`config.mk`:
```
export PLATFORM = sky130hd
export DESIGN_NAME = triangle_sweep_controller
export DESIGN_NICKNAME = d
export VERILOG_FILES = /design/src/rtl/triangle_sweep_pkg.sv /design/src/rtl/triangle_sweep_controller_pulse_divider.sv /design/src/rtl/triangle_sweep_controller.sv
export SDC_FILE = /design/constraint.sdc
export NUM_CORES = 1
export LEC_CHECK = 0
export ABC_AREA = 1
export CORE_ASPECT_RATIO = 0.75
export CORE_MARGIN = 3
export CORE_UTILIZATION = 45
export DETAILED_ROUTE_END_ITERATION = 7
export HOLD_SLACK_MARGIN = 0.12
export PLACE_DENSITY_LB_ADDON = 0.05
export SYNTH_ARGS = -nofsm -noshare
export SYNTH_HDL_FRONTEND = slang
export SYNTH_HIERARCHICAL = 1
export SYNTH_SLANG_ARGS = --single-unit
```
`constraint.sdc`:
```
create_clock -name clk -period 1.8 [get_ports clk]
set_input_delay 0.36 -clock clk [delete_from_list [all_inputs] [get_ports clk]]
set_output_delay 0.36 -clock clk [all_outputs]
set_load 0.01 [all_outputs]
```
`src/rtl/triangle_sweep_pkg.sv`:
```
// Shared types and helpers for the triangle sweep controller.
// Latency: n/a (declarations only).
// Backpressure: n/a.
package triangle_sweep_pkg;

  typedef enum logic [1:0] {
    S_IDLE = 2'd0,
    S_RUN  = 2'd1,
    S_DONE = 2'd2
  } sweep_state_t;

  // Enables in one full triangle period of an n-bit up/down generator:
  // 2^n - 1 steps up to the peak plus 2^n - 1 steps back down to zero.
  function automatic int unsigned tri_steps(input int unsigned n);
    return (32'd1 << (n + 1)) - 32'd2;
  endfunction

endpackage

```
`src/rtl/triangle_sweep_controller_pulse_divider.sv`:
```
// Rate divider: strobes once every term+1 enabled clocks.
// Latency: first strobe term+1 clocks after clr drops; strobe is decoded from the counter register.
// Backpressure: none; clr holds the counter at zero, ena gates counting and the strobe.
module pulse_divider #(
  parameter int W = 8
) (
  input  logic         clk,
  input  logic         rst,
  input  logic         clr,
  input  logic         ena,
  input  logic [W-1:0] term,
  output logic         strobe
);

  localparam logic [W-1:0] ONE = W'(1);

  logic [W-1:0] cnt;

  assign strobe = ena && (cnt == term);

  // Count 0..term while enabled, wrapping back to zero on the terminal value.
  always_ff @(posedge clk) begin
    if (rst || clr) begin
      cnt <= '0;
    end else if (ena) begin
      cnt <= (cnt == term) ? '0 : cnt + ONE;
    end
  end

endmodule

```
`src/rtl/triangle_sweep_controller.sv`:
```
// Sequences one triangle generator through a programmable number of periods.
// Latency: first tri_ena prescale+1 clocks after start is accepted; tick/done one clock after the last enable.
// Backpressure: none; start is ignored unless idle, abort only acts while running.
module triangle_sweep_controller
  import triangle_sweep_pkg::*;
#(
  parameter int N          = 4,
  parameter int PRESCALE_W = 8,
  parameter int CYCLES_W   = 8
) (
  input  logic                  clk,
  input  logic                  rst,
  input  logic                  start,
  input  logic [PRESCALE_W-1:0] prescale,
  input  logic [CYCLES_W-1:0]   n_periods,
  input  logic                  abort,
  output logic                  tri_rst,
  output logic                  tri_ena,
  output logic                  busy,
  output logic                  period_tick,
  output logic                  done,
  output logic [CYCLES_W-1:0]   periods_done
);

  localparam int unsigned STEPS = tri_steps(N);
  localparam logic [N:0]  SC_LAST = (N + 1)'(STEPS - 1);
  localparam logic [N:0]  SC_ONE  = (N + 1)'(1);
  localparam logic [CYCLES_W:0] PD_ONE = (CYCLES_W + 1)'(1);

  sweep_state_t          state;
  logic [PRESCALE_W-1:0] p_lat;
  logic [CYCLES_W-1:0]   n_lat;
  logic [N:0]            sc;
  logic [CYCLES_W:0]     pd_inc;
  logic                  running;

  assign running = (state == S_RUN);

  // One extra bit so the "last period" compare never aliases through a wrap.
  assign pd_inc = {1'b0, periods_done} + PD_ONE;

  pulse_divider #(.W(PRESCALE_W)) u_div (
    .clk    (clk),
    .rst    (rst),
    .clr    (!running),
    .ena    (running),
    .term   (p_lat),
    .strobe (tri_ena)
  );

  // Sweep FSM with step/period counters and registered status outputs.
  always_ff @(posedge clk) begin
    if (rst) begin
      state        <= S_IDLE;
      p_lat        <= '0;
      n_lat        <= '0;
      sc           <= '0;
      periods_done <= '0;
      tri_rst      <= 1'b1;
      busy         <= 1'b0;
      period_tick  <= 1'b0;
      done         <= 1'b0;
    end else begin
      period_tick <= 1'b0;
      done        <= 1'b0;
      case (state)
        S_IDLE: begin
          tri_rst <= 1'b1;
          busy    <= 1'b0;
          if (start) begin
            p_lat        <= prescale;
            n_lat        <= n_periods;
            sc           <= '0;
            periods_done <= '0;
            tri_rst      <= 1'b0;
            busy         <= 1'b1;
            state        <= S_RUN;
          end
        end
        S_RUN: begin
          if (abort) begin
            // Abort wins over a period completing on the same edge.
            tri_rst <= 1'b1;
            busy    <= 1'b0;
            state   <= S_IDLE;
          end else if (tri_ena) begin
            if (sc == SC_LAST) begin
              sc          <= '0;
              period_tick <= 1'b1;
              if (periods_done != '1) begin
                periods_done <= pd_inc[CYCLES_W-1:0];
              end
              if ((n_lat != '0) && (pd_inc == {1'b0, n_lat})) begin
                tri_rst <= 1'b1;
                busy    <= 1'b0;
                done    <= 1'b1;
                state   <= S_DONE;
              end
            end else begin
              sc <= sc + SC_ONE;
            end
          end
        end
        S_DONE: begin
          tri_rst <= 1'b1;
          busy    <= 1'b0;
          state   <= S_IDLE;
        end
        default: begin
          tri_rst <= 1'b1;
          busy    <= 1'b0;
          state   <= S_IDLE;
        end
      endcase
    end
  end

endmodule

```
After elaboration in Yosys (flattened, before gate mapping):

Index checks and enable logic that the tools add are counted.

* add/subtract/negate cells: 3
* multiply operators: 0
* divide/modulo/power cells: 0
* order comparisons: 0
* equal/unequal tests: 13
* shift operators: 0
* multiplexer cells: 32
* bitwise logic cells: 3
* reductions and logical operators: 14

Operators by type and width (number)
* two-way mux 8 bit: 6
* two-way mux 5 bit: 4
* one-hot mux 8 bit (2 select lines): 1
* two-way mux 1 bit: 12
* two-way mux 2 bit: 5
* one-hot mux 5 bit (2 select lines): 1
* adder 8 x 1 -> 9 bit, second input constant: 1
* == test 9 x 8 -> 1 bit: 1
* adder 8 x 1 -> 8 bit, second input constant: 1
* == test 8 bit: 1
* inequality test 8 bit, second input constant: 1
* AND reduction 4 bit: 2
* nonzero test 8 bit: 1
* inequality test 2 bit, second input constant: 3
* inequality test 3 x 2 -> 1 bit, second input constant: 2
* AND reduction 6 bit: 1
* adder 5 x 1 -> 5 bit, second input constant: 1
* == test 5 bit, second input constant: 1
* OR reduction 5 bit: 1
* inequality test 2 x 1 -> 1 bit, second input constant: 2
* one-hot mux 1 bit (2 select lines): 2
* one-hot mux 2 bit (2 select lines): 1
* OR reduction 4 bit: 1
* inequality test 3 bit, second input constant: 1
* other kinds (9): 12

* register bits after elaboration: 43
* latch bits: 0
* memory bits (writable): 0
* ROM bits: 0
* input port bits: 20
* output and inout port bits: 13
* logic and storage cells: 75
* memories: 0

Longest topological paths before layout:

* depth after elaboration: 8
* gate-level depth with buffers: 14
* mapped depth without buffers: 14

Modules after synthesis:

The synthesis kept the hierarchy.

By module, submodules not included
* triangle_sweep_controller: times used 1, cells each 243, area each 1726.7 um2, seq. area each 700.7 um2
* pulse_divider: times used 1, cells each 89, area each 570.5 um2, seq. area each 160.2 um2

Worst setup path after synthesis:

Ideal clock, no wire load.

* path kind: register -> register
* from: register state[0]
* to: register periods_done[3]
* setup time: 0.116 ns
* arrival: 1.813 ns
* data required time: 1.684 ns
* path slack: -0.130 ns
* cell stages (with the launch flop): 12
* buffers on the path: 1
* period minus slack after synthesis: 1.930 ns
* cell sequence: dfxtp_1 inv_1 nor2_4 inv_2 a21oi_1 nand3_2 nor2_1 nand2_2 nand2_4 o211ai_4 buf_6 o211a_1

* word-level cells in the longest chain between the ends: 4
* elaborated cells between the ends (all ways): 11
* classes of those cells: eq/ne (6); mux (1); reduce/logical (4)

RTL lines
* start: declaration: line triangle_sweep_controller.sv:30 `sweep_state_t state;`
* start signal: assignment: line triangle_sweep_controller.sv:54 `state <= S_IDLE;`
* start signal: assignment: line triangle_sweep_controller.sv:77 `state <= S_RUN;`
* start signal: assignment: line triangle_sweep_controller.sv:85 `state <= S_IDLE;`
* == test 2 x 1 -> 1 bit: line triangle_sweep_controller.sv:37 `assign running = (state == S_RUN);`
* via running: line triangle_sweep_controller.sv:35 `logic running;`
* logical AND 1 bit: line triangle_sweep_controller_pulse_divider.sv:19 `assign strobe = ena && (cnt == term);`
* via tri_ena: line triangle_sweep_controller.sv:18 `output logic tri_ena,`
* inequality test 2 bit (no source line)
* AND reduction 6 bit (no source line)
* end signal: assignment: line triangle_sweep_controller.sv:91 `periods_done <= pd_inc[CYCLES_W-1:0];`
* end: declaration: line triangle_sweep_controller.sv:22 `output logic [CYCLES_W-1:0] periods_done`

The timed path passes the listed nets, and every way through them passes these cells.
A chain may end at the register's enable or synchronous reset.

Final worst setup path:

* from: register p_lat[7]
* to: output port tri_ena

* word-level cells in the longest chain between the ends: 2

RTL lines
* start: declaration: line triangle_sweep_controller.sv:31 `logic [PRESCALE_W-1:0] p_lat;`
* start signal: assignment: line triangle_sweep_controller.sv:71 `p_lat <= prescale;`
* == test 8 bit: line triangle_sweep_controller_pulse_divider.sv:19
* logical AND 1 bit: line triangle_sweep_controller_pulse_divider.sv:19
* end: declaration: line triangle_sweep_controller.sv:18

Every way passes these cells.

==> run_results.csv <==
group,metric,value,unit
run_status,status,"completed",
clock_tree,holdBufCountCts,0,
timing,worstMarginPinSlew,0.3383,ns
setup_path,arrival,1.40,ns
drt,drc,0,
setup_path,slowest_delay,0.35,ns
drt,drtIter0Drc,159,
yosys,netlist-cell-type-count,33,
finish,area_delta_synth_final,33.93,%
global_route,antenna_found_initial,0,
global_route,grt_use_total,19.96,%
pwr,swShare,27.40,%
yosys,netlist_area,0.002297,mm2
global_route,grt_max_degree,28,
finish,final_util,65.78,%
setup_path,endpoint_kind,"output port",
drt,vias,2283,
place,routabilityCongestion,0.8510,
setup_path,crit_chain,"inv_1 > nand2_1 > nand2_2 > nor2_2 > nand3_2 > nor2_4 > buf_6",
timing,rsz0062_at_grt,"true",
clock_tree,clock_latency,0.30,ns
place,io_buffer_count,32,
drt,via_per_inst,5.073,
timing,skew,0.01080,ns
timing,timing.slew.headroom,77.34,%
pwr,power_frac_comb,19.7,%
pwr,clkPwrFrac,33.3,%
global_route,grt_overflow,0,
pwr,power_frac_seq,47.0,%
timing,hold_violations,0,
place,dp_hpwl,4.204,mm
yosys,syn_inst,332,
yosys,seq_area_frac_synth,37.47,%
drt,routedWlPerCell,12.74,um
pwr,switching_power,610.2,uW
pwr,p_per_area,723.8,mW/mm2
job,drv_cap,0,
timing,post-route-min-period,1.758,ns
floorplanning,die_area,0.006007,mm2
drt,drt_wl_total,5.733,mm
yosys,async_reset_ff_share,0,%
clock_tree,htreeDepth,2,
clock_tree,cts_tree,"yes",
drt,first_pass_iters,4,
finish,diodes,0,
floorplanning,fp.dieW,88.50,um
clock_tree,path_clk_slew,0.08,ns
timing,fmax,568.8,MHz
pwr,peakVddDrop,0.0004233,V
pwr,total_power,2227,uW
setup_path,critPathMaxFanout,3,
pwr,leakage,0.001308,uW
drt,drtAntennaViolNets,0,
finish,layout-drive-gt1-share,22.90,%
floorplanning,rows,21,
yosys,ys_seq_elements,43,
setup_path,crit_type,"flop to output port",
clock_tree,root_buffer,"clkbuf_8",
yosys,avgSynthCellArea,6.919,um2
pwr,internal_power,1617,uW
global_route,grt_pass1_wl,9.114,mm
timing,tns,0,ns
floorplanning,die_y,67.88,um
floorplanning,core_area,0.004677,mm2
yosys,yosysWarnings,6,
finish,fill_cells,410,
yosys,synthFlopType,"dfxtp_1",
clock_tree,numCtsBuffers,5,
setup_path,critPathSlowestCell,"dfxtp_2",
clock_tree,clkSinkCount,43,
yosys,syn_nets,356,
setup_path,r2r_setup_slack,0.06,ns
timing,min_period_over_period,97.67,%
clock_tree,clockBufferDepth,2,
yosys,synth_edf_count,0,
floorplanning,start_util,49.12,%
timing,finalMaxSlewViolations,0,
timing,hold_slack,0.4748,ns
finish,nets,417,
setup_path,critPathLaunchType,"flop",
setup_path,crit_required,1.44,ns
global_route,first_global_vias,1981,
floorplanning,ios,33,
hold_path,hold_class,"flop to flop",
timing,setup_viol,0,
==> critical path, delay by kind of cell, from the launching register on <==
family / cells / cell delay (ns)
buffers and inverters: 2 / 0.17
and+or+nand+nor: 5 / 0.58
DFF: 1 / 0.35
==> cells in the mapped netlist (2+ instances only) <==
cell type	count	area share, %
nand3_2	3	1.3
nor3_1	5	1.1
nand3b_1	2	0.65
o21ai_0	21	4.6
a21oi_1	20	4.4
nand3_1	25	5.4
inv_1	37	6.0
nand4_1	5	1.4
nand2_2	4	1.1
o211a_1	4	1.7
xor2_1	4	1.5
xnor2_1	5	1.9
dfxtp_1	43	37
nand2_1	69	11
nor2_1	56	9.2
ha_1	4	2.2
nor2_4	4	2.0
inv_2	3	0.49
clkbuf_1	4	0.65
==> worst paths after layout <==
kind,from,end,cells after the start
hold / removal,periods_done[6],periods_done[6],2
hold reg to reg,periods_done[6],periods_done[6],2
setup / recovery,p_lat[7],tri_ena,7
setup reg to reg,p_lat[7],busy,13
==> kinds of logic (layout without fill, tap and decap cells) <==
group,Yosys count,after routing,share of synthesized area [%]
AND/OR/NAND/NOR,178,178,34.97
flip-flops,43,43,37.47
adder cells (fa/ha/maj),4,4,2.179
XOR/XNOR,9,9,3.431
AO/OA/AOI/OAI,50,51,13.62
buffers and inverters,48,108,8.333
==> power groups by stage <==
stage	logic (uW)	clock network (uW)	registers, uW
after global placement	397	0	1060
after CTS	411	754	1040
after detailed placement	402	0	1060
after floorplan	240	0	1060
after global routing	489	809	1050
final	438	742	1050
==> metal layers <==
metal / track usage, % / wire [um] / up-vias
met3: 4.693 / 394 / 11
met1: 29.30 / 2888 / 1013
met4: 7.925 / 112 / 0
met2: 27.89 / 2337 / 64
met5: 0 / 0 / -
li1: - / - / 1195
==> state kept, by name, indices dropped and copies added, names as in the netlist <==
| signal | flops |
|---|---|
| p_lat | 8 |
| sc | 5 |
| state | 2 |
| done | 1 |
| period_tick | 1 |
| periods_done | 8 |
| tri_rst | 1 |
| n_lat | 8 |
| u_div/cnt | 8 |
| busy | 1 |
==> metrics by stage <==
stage	instance area [um2]	std cells	setup slack, ns
final	3077	450	0.04193
after detailed placement	2854	438	-0.07594
after CTS	2970	447	0.02589
after global routing	3077	450	-0.05500
after global placement	2854	438	-0.06700
after floorplan	2308	332	0.02150
==> repair_timing <==
action / in CTS / in global routing
endpoints found under the setup margin: 4 / 16
buffers inserted: 2 / 2
cloned: 0 / 1
resized for setup: 6 / 34
pin swaps: 3 / 11
hold endpoints to repair: 0 / 0
==> layout make-up <==
cell class / instances / area (um2) / share of cell area, %
tap: 57 / 71.32 / 2.318
clock buffer: 6 / 72.57 / 2.359
multi-input combinational: 242 / 1328 / 43.15
sequential: 43 / 878.3 / 28.55
inverter: 42 / 160.2 / 5.205
clock inverter: 1 / 30.03 / 0.9760
timing repair buffer: 59 / 536.8 / 17.45
==> cell usage in the layout (no fill, tap or decap), types with 2 or more instances in the layout <==
master	synthesis	final
inv_1	37	34
dfxtp_2	0	14
o211a_1	4	4
inv_2	3	6
dfxtp_1	43	29
o211ai_4	1	2
nand2_2	4	10
nand3b_1	2	2
nand3_2	3	4
nor2_1	56	49
nor3_1	5	5
clkdlybuf4s50_1	0	31
nand3_1	25	24
xor2_1	4	4
buf_4	0	26
ha_1	4	3
clkbuf_8	0	5
xnor2_1	5	4
a21oi_1	20	19
nand2_1	69	63
nor2_4	4	6
o21ai_0	21	20
nor2_2	1	6
nand4_1	5	5
Note: power is estimated with default switching activity, not from simulation.
